`src/rtl/alu_pkg.sv`:
```
// alu_pkg
// Shared definitions for the 2-bit logic-unit datapath: operand and opcode
// widths, the last opcode of a sweep, and the sequencer state encoding.
package alu_pkg;

    localparam int WIDTH = 2;
    localparam int SEL_W = 3;

    localparam logic [SEL_W-1:0] SEL_LAST = 3'b111;

    typedef enum logic [1:0] {
        IDLE  = 2'd0,
        DRIVE = 2'd1,
        EMIT  = 2'd2
    } state_t;

endpackage

```
`src/rtl/logic_op_sequencer.sv`:
```
// logic_op_sequencer
// Command/result sequencer wrapped around the combinational 2-bit logic unit.
// A command (operands plus opcode, or a sweep of every opcode) is accepted
// over cmd_valid/cmd_ready. The operands and opcode are driven onto lu_* for
// one full cycle, lu_out is captured at the end of that cycle, and the result
// is returned with its opcode over res_valid/res_ready.
//
// Ports
//   clk, rst_n                      clock, async active-low reset
//   cmd_valid/cmd_ready             command handshake
//   cmd_a, cmd_b, cmd_sel, cmd_sweep command payload
//   lu_a, lu_b, lu_sel              drive the logic unit inputs
//   lu_out                          logic unit output
//   res_valid/res_ready             result handshake
//   res_data, res_sel, res_last     result payload
//   busy                            command in progress
//
// State | meaning
// ------+---------------------------------------------------------------
// IDLE  | waiting for a command, cmd_ready high, lu_* hold last values
// DRIVE | lu_* stable for one full cycle; lu_out captured at closing edge
// EMIT  | result presented; held until res_ready, then next opcode or IDLE
module logic_op_sequencer
    import alu_pkg::*;
#(
    parameter int WIDTH = alu_pkg::WIDTH,
    parameter int SEL_W = alu_pkg::SEL_W
) (
    input  logic             clk,
    input  logic             rst_n,
    input  logic             cmd_valid,
    output logic             cmd_ready,
    input  logic [WIDTH-1:0] cmd_a,
    input  logic [WIDTH-1:0] cmd_b,
    input  logic [SEL_W-1:0] cmd_sel,
    input  logic             cmd_sweep,
    output logic [WIDTH-1:0] lu_a,
    output logic [WIDTH-1:0] lu_b,
    output logic [SEL_W-1:0] lu_sel,
    input  logic [WIDTH-1:0] lu_out,
    output logic             res_valid,
    input  logic             res_ready,
    output logic [WIDTH-1:0] res_data,
    output logic [SEL_W-1:0] res_sel,
    output logic             res_last,
    output logic             busy
);

    state_t state_q;
    state_t state_d;
    logic   sweep_q;
    logic   cmd_fire;
    logic   res_fire;
    logic   sel_at_last;

    assign cmd_fire    = cmd_valid && cmd_ready;
    assign res_fire    = res_valid && res_ready;
    // All-ones opcode is the final one of a sweep; equals SEL_LAST at SEL_W=3.
    assign sel_at_last = (lu_sel == {SEL_W{1'b1}});

    // State register
    always_ff @(posedge clk or negedge rst_n) begin
        if (!rst_n) begin
            state_q <= IDLE;
        end else begin
            state_q <= state_d;
        end
    end

    // Next-state logic
    always_comb begin
        state_d = state_q;
        case (state_q)
            IDLE: begin
                if (cmd_fire) begin
                    state_d = DRIVE;
                end
            end
            DRIVE: begin
                state_d = EMIT;
            end
            EMIT: begin
                if (res_fire) begin
                    state_d = res_last ? IDLE : DRIVE;
                end
            end
            default: begin
                state_d = IDLE;
            end
        endcase
    end

    // State-decoded outputs; both come straight from the state register so
    // cmd_ready never depends on res_ready.
    always_comb begin
        cmd_ready = 1'b0;
        busy      = 1'b1;
        if (state_q == IDLE) begin
            cmd_ready = 1'b1;
            busy      = 1'b0;
        end
    end

    // Datapath: logic-unit drive and result capture
    always_ff @(posedge clk or negedge rst_n) begin
        if (!rst_n) begin
            lu_a      <= '0;
            lu_b      <= '0;
            lu_sel    <= '0;
            sweep_q   <= 1'b0;
            res_valid <= 1'b0;
            res_data  <= '0;
            res_sel   <= '0;
            res_last  <= 1'b0;
        end else begin
            case (state_q)
                IDLE: begin
                    if (cmd_fire) begin
                        lu_a    <= cmd_a;
                        lu_b    <= cmd_b;
                        lu_sel  <= cmd_sweep ? '0 : cmd_sel;
                        sweep_q <= cmd_sweep;
                    end
                end
                DRIVE: begin
                    // lu_out is taken verbatim, X/Z included.
                    res_data  <= lu_out;
                    res_sel   <= lu_sel;
                    res_last  <= !sweep_q || sel_at_last;
                    res_valid <= 1'b1;
                end
                EMIT: begin
                    if (res_fire) begin
                        res_valid <= 1'b0;
                        // res_last covers opcode 7, so lu_sel never wraps.
                        if (!res_last) begin
                            lu_sel <= lu_sel + SEL_W'(1);
                        end
                    end
                end
                default: begin
                    res_valid <= 1'b0;
                end
            endcase
        end
    end

endmodule

```
`config.mk`:
```
export PLATFORM = sky130hd
export DESIGN_NAME = logic_op_sequencer
export DESIGN_NICKNAME = d
export VERILOG_FILES = /design/src/rtl/alu_pkg.sv /design/src/rtl/logic_op_sequencer.sv
export SDC_FILE = /design/constraint.sdc
export NUM_CORES = 1
export LEC_CHECK = 0
export ABC_AREA = 1
export ABC_CLOCK_PERIOD_IN_PS = 1570
export CAP_MARGIN = 40
export CORE_MARGIN = 1
export CORE_UTILIZATION = 45
export CTS_BUF_LIST = sky130_fd_sc_hd__clkbuf_2 sky130_fd_sc_hd__clkbuf_4 sky130_fd_sc_hd__clkbuf_8
export DETAILED_ROUTE_END_ITERATION = 16
export PLACE_DENSITY = 0.9
export SETUP_SLACK_MARGIN = 0.2
export SLEW_MARGIN = 40
export SYNTH_ARGS = -nofsm -noshare
export SYNTH_HDL_FRONTEND = slang
export SYNTH_SLANG_ARGS = --single-unit
```
`constraint.sdc`:
```
create_clock -name clk -period 1.57 [get_ports clk]
set_input_delay 0.314 -clock clk [delete_from_list [all_inputs] [get_ports clk]]
set_output_delay 0.314 -clock clk [all_outputs]
set_load 0.01 [all_outputs]
```
==> flow_metrics.tcl <==
set metrics [dict create \
    fin_area_sq_mm 0.00122 \
    grt_pass1_vias 745 \
    io_buffers 29 \
    critical_path_peak_fanout 3 \
    synthCells 93 \
    setup_ws_ns 0.232 \
    path_class "reg2reg" \
    antenna_left 0 \
    nFillCells 148 \
    grt_pass1_wl_mm 3.24 \
    vias 777 \
    die-area_sq_mm 0.00200 \
    postLayoutCoreUtil_pct 70.7 \
    leakagePower_uw 0.000672 \
    arrival_ns 1.57 \
    avgSynthCellArea_sq_um 8.83 \
    p_sw_uw 962 \
    h-tree-depth 1 \
    firstDrtPassIters 10 \
    pin_count 30 \
    drv_cap 0 \
    syn_nets 109 \
    path_buf_inv 1 \
    end_kind "register" \
    period_minus_slack_ns 1.34 \
    cts-root-buf "clkbuf_4" \
    critPathLaunch "lu_sel[1]" \
    setup_violations 0 \
    dpl.hpwl_mm 1.39 \
    p_clk_share_pct 10.9 \
    synth.distinct_cells 16 \
    grt_max_degree 18 \
    switching_share_pct 42.5 \
    die_h_um 44.7 \
    die_w_um 44.7 \
    drt-wirelength-per-cell_um 13.2 \
    hold_class "in2async" \
    path_clk_slew_ns 0.09 \
    cp_slowest_stage_delay_ns 0.40 \
    p_seq_share_pct 33.6 \
    drv_slew 0 \
    tightest_slew_ns 0.240 \
    syn_to_final_growth_pct 48.8 \
    tns_ns 0 \
    worst_ir_drop_vdd_mv 1.22 \
    status "complete, but fails checks" \
    setup.worst_path.end "lu_sel[2]" \
    place_ws_ns 0.106 \
    rsz0062_at_grt "false" \
    gp_congestion 0.841 \
    coreArea_sq_mm 0.00173 \
    via_per_inst 4.92 \
    wirelength_mm 2.09 \
    grt_usage_pct 22.6 \
    cts-hold-fix-buffers 0 \
    timing.rr.start "lu_sel[1]" \
    grt_overflow 0 \
    reg2regPathDepth 7 \
    p_int_uw 1300 \
    start_util_pct 47.5 \
    crit_cells 7 \
    r2r_slack_ns 0.23 \
    cts_tree "done" \
    worst_r2r_endpoint "lu_sel[2]" \
    rows 15 \
    start_kind "register" \
    clock.fmax_ghz 0.748 \
    hold_viol 0 \
    grt_antenna_before_repair 0 \
    place_area_sq_mm 0.00115 \
    cts_buffers 3 \
    diodes 0 \
    powerDensity_mw_per_mm2 1850 \
    finalNetCount 150 \
    ys_warn_count 0 \
    crit_chain "buf_4, ha_2, ha_4, nand3_1, nand2_1, nand3_1, nand2_1" \
    violations "design-rule violations" \
    clk_path_buf_depth 2 \
    syn_area_sq_um 821 \
    drive_gt1_share_pct 22.6 \
    cp_top_family "adder cells" \
    ys_ff_latch 17 \
    p_comb_share_pct 55.5 \
    required_ns 1.80 \
    crit_slowest_cell "dfrtp_1" \
    first_iter_violations 42 \
    period_share_pct 85.2 \
    clock-skew-final_ns 0.00738 \
    maxSlewHeadroom_pct 83.9 \
    seq_area_sq_um 428 \
    yosysTopAreaCell "dfrtp_1" \
    synth_area_leaders "dfrtp_1 52%, nand2_1 16%, nand3_1 6.1%" \
    ys_seq_area_share_pct 51.8 \
    drcViolationCount 1 \
    clock_latency_ns 0.29 \
    yosysTopAreaCellShare_pct 51.8 \
    clock_sinks 17 \
    multi_input_area_sq_um 359 \
]
## worst min path at each step
stage                              to  slack (ns)  cells past startpoint        from
after global routing      res_data[0]        0.36                      2       rst_n
after floorplan               lu_a[0]        0.02                      0       rst_n
after detailed placement   res_sel[1]        0.46                      2  res_sel[1]
final                      res_sel[2]        0.34                      2       rst_n
after CTS                 res_data[0]        0.34                      2       rst_n
after global placement     res_sel[2]        0.45                      2  res_sel[2]
## power by group through the flow
stage / Clock [uW] / Combinational [uW] / Sequential (uW)
2_1_floorplan: 0 / 613 / 837
3_3_place_gp: 0 / 1180 / 780
3_5_place_dp: 0 / 1220 / 789
4_1_cts: 258 / 1190 / 753
5_1_grt: 271 / 1370 / 779
6_report: 247 / 1260 / 761
## cell usage after synthesis
cell type / n
nand2_4: 1
dfrtp_1: 17
nand2_2: 3
a21oi_1: 2
nor2_1: 5
o21ai_0: 2
nand3_2: 2
ha_1: 2
inv_2: 1
inv_1: 8
o21ai_2: 1
nor2_8: 2
buf_6: 1
nand2_1: 35
inv_4: 1
nand3_1: 10
## layer usage
layer / global-route usage [%] / up-vias / share of wire, %
met5: 0 / - / 0
met4: 9.70 / 0 / 3.1
met3: 4.00 / 13 / 5.4
met2: 41.5 / 35 / 51
met1: 25.6 / 356 / 40
li1: - / 373 / -
## cell families after synthesis
logic type      count (synthesis)  share of synthesized area, %
flops                          17                          51.8
fa+ha+maj                       2                          3.05
compound gates                  5                          3.51
simple gates                   58                          35.4
buf+inv                        11                          6.25
## flip-flops by register name (all words and copies together) (netlist names)
register,count
lu_sel,3
res_sel,3
lu_a,2
lu_b,2
res_data,2
state_q,2
res_last,1
res_valid,1
sweep_q,1
## metrics by stage
step | hold slack, ns | cells | total power [uW]
3_3_place_gp | 0.455 | 149 | 1960
4_1_cts | 0.340 | 157 | 2200
3_5_place_dp | 0.457 | 149 | 2010
5_1_grt | 0.359 | 158 | 2420
6_report | 0.341 | 158 | 2260
2_1_floorplan | 0.0184 | 93 | 1450
## layout by cell type (no fill, tap or decap), types with 3 or more instances in the layout
cell type and n:
nand2_1 35, dfrtp_1 15, dlygate4sd2_1 14, clkdlybuf4s50_1 13, nand3_1 10, inv_1 7
buf_4 7, nor2_1 5, clkbuf_4 4, nand2_2 3
## repair_timing
action,CTS,global route
buffers inserted,4,1
gates resized for setup,20,8
setup endpoints to repair,16,3
pin swaps,0,2
hold endpoints to repair,0,0
## final cells by class
cell class | instances | area share (%)
well taps | 25 | 2.56
multi-input cells | 65 | 29.4
repair buffers | 37 | 27.3
inverters | 10 | 3.28
clock buffers | 4 | 2.46
flip-flops and latches | 17 | 35.0
No activity file was read; power rests on OpenSTA's default activity.
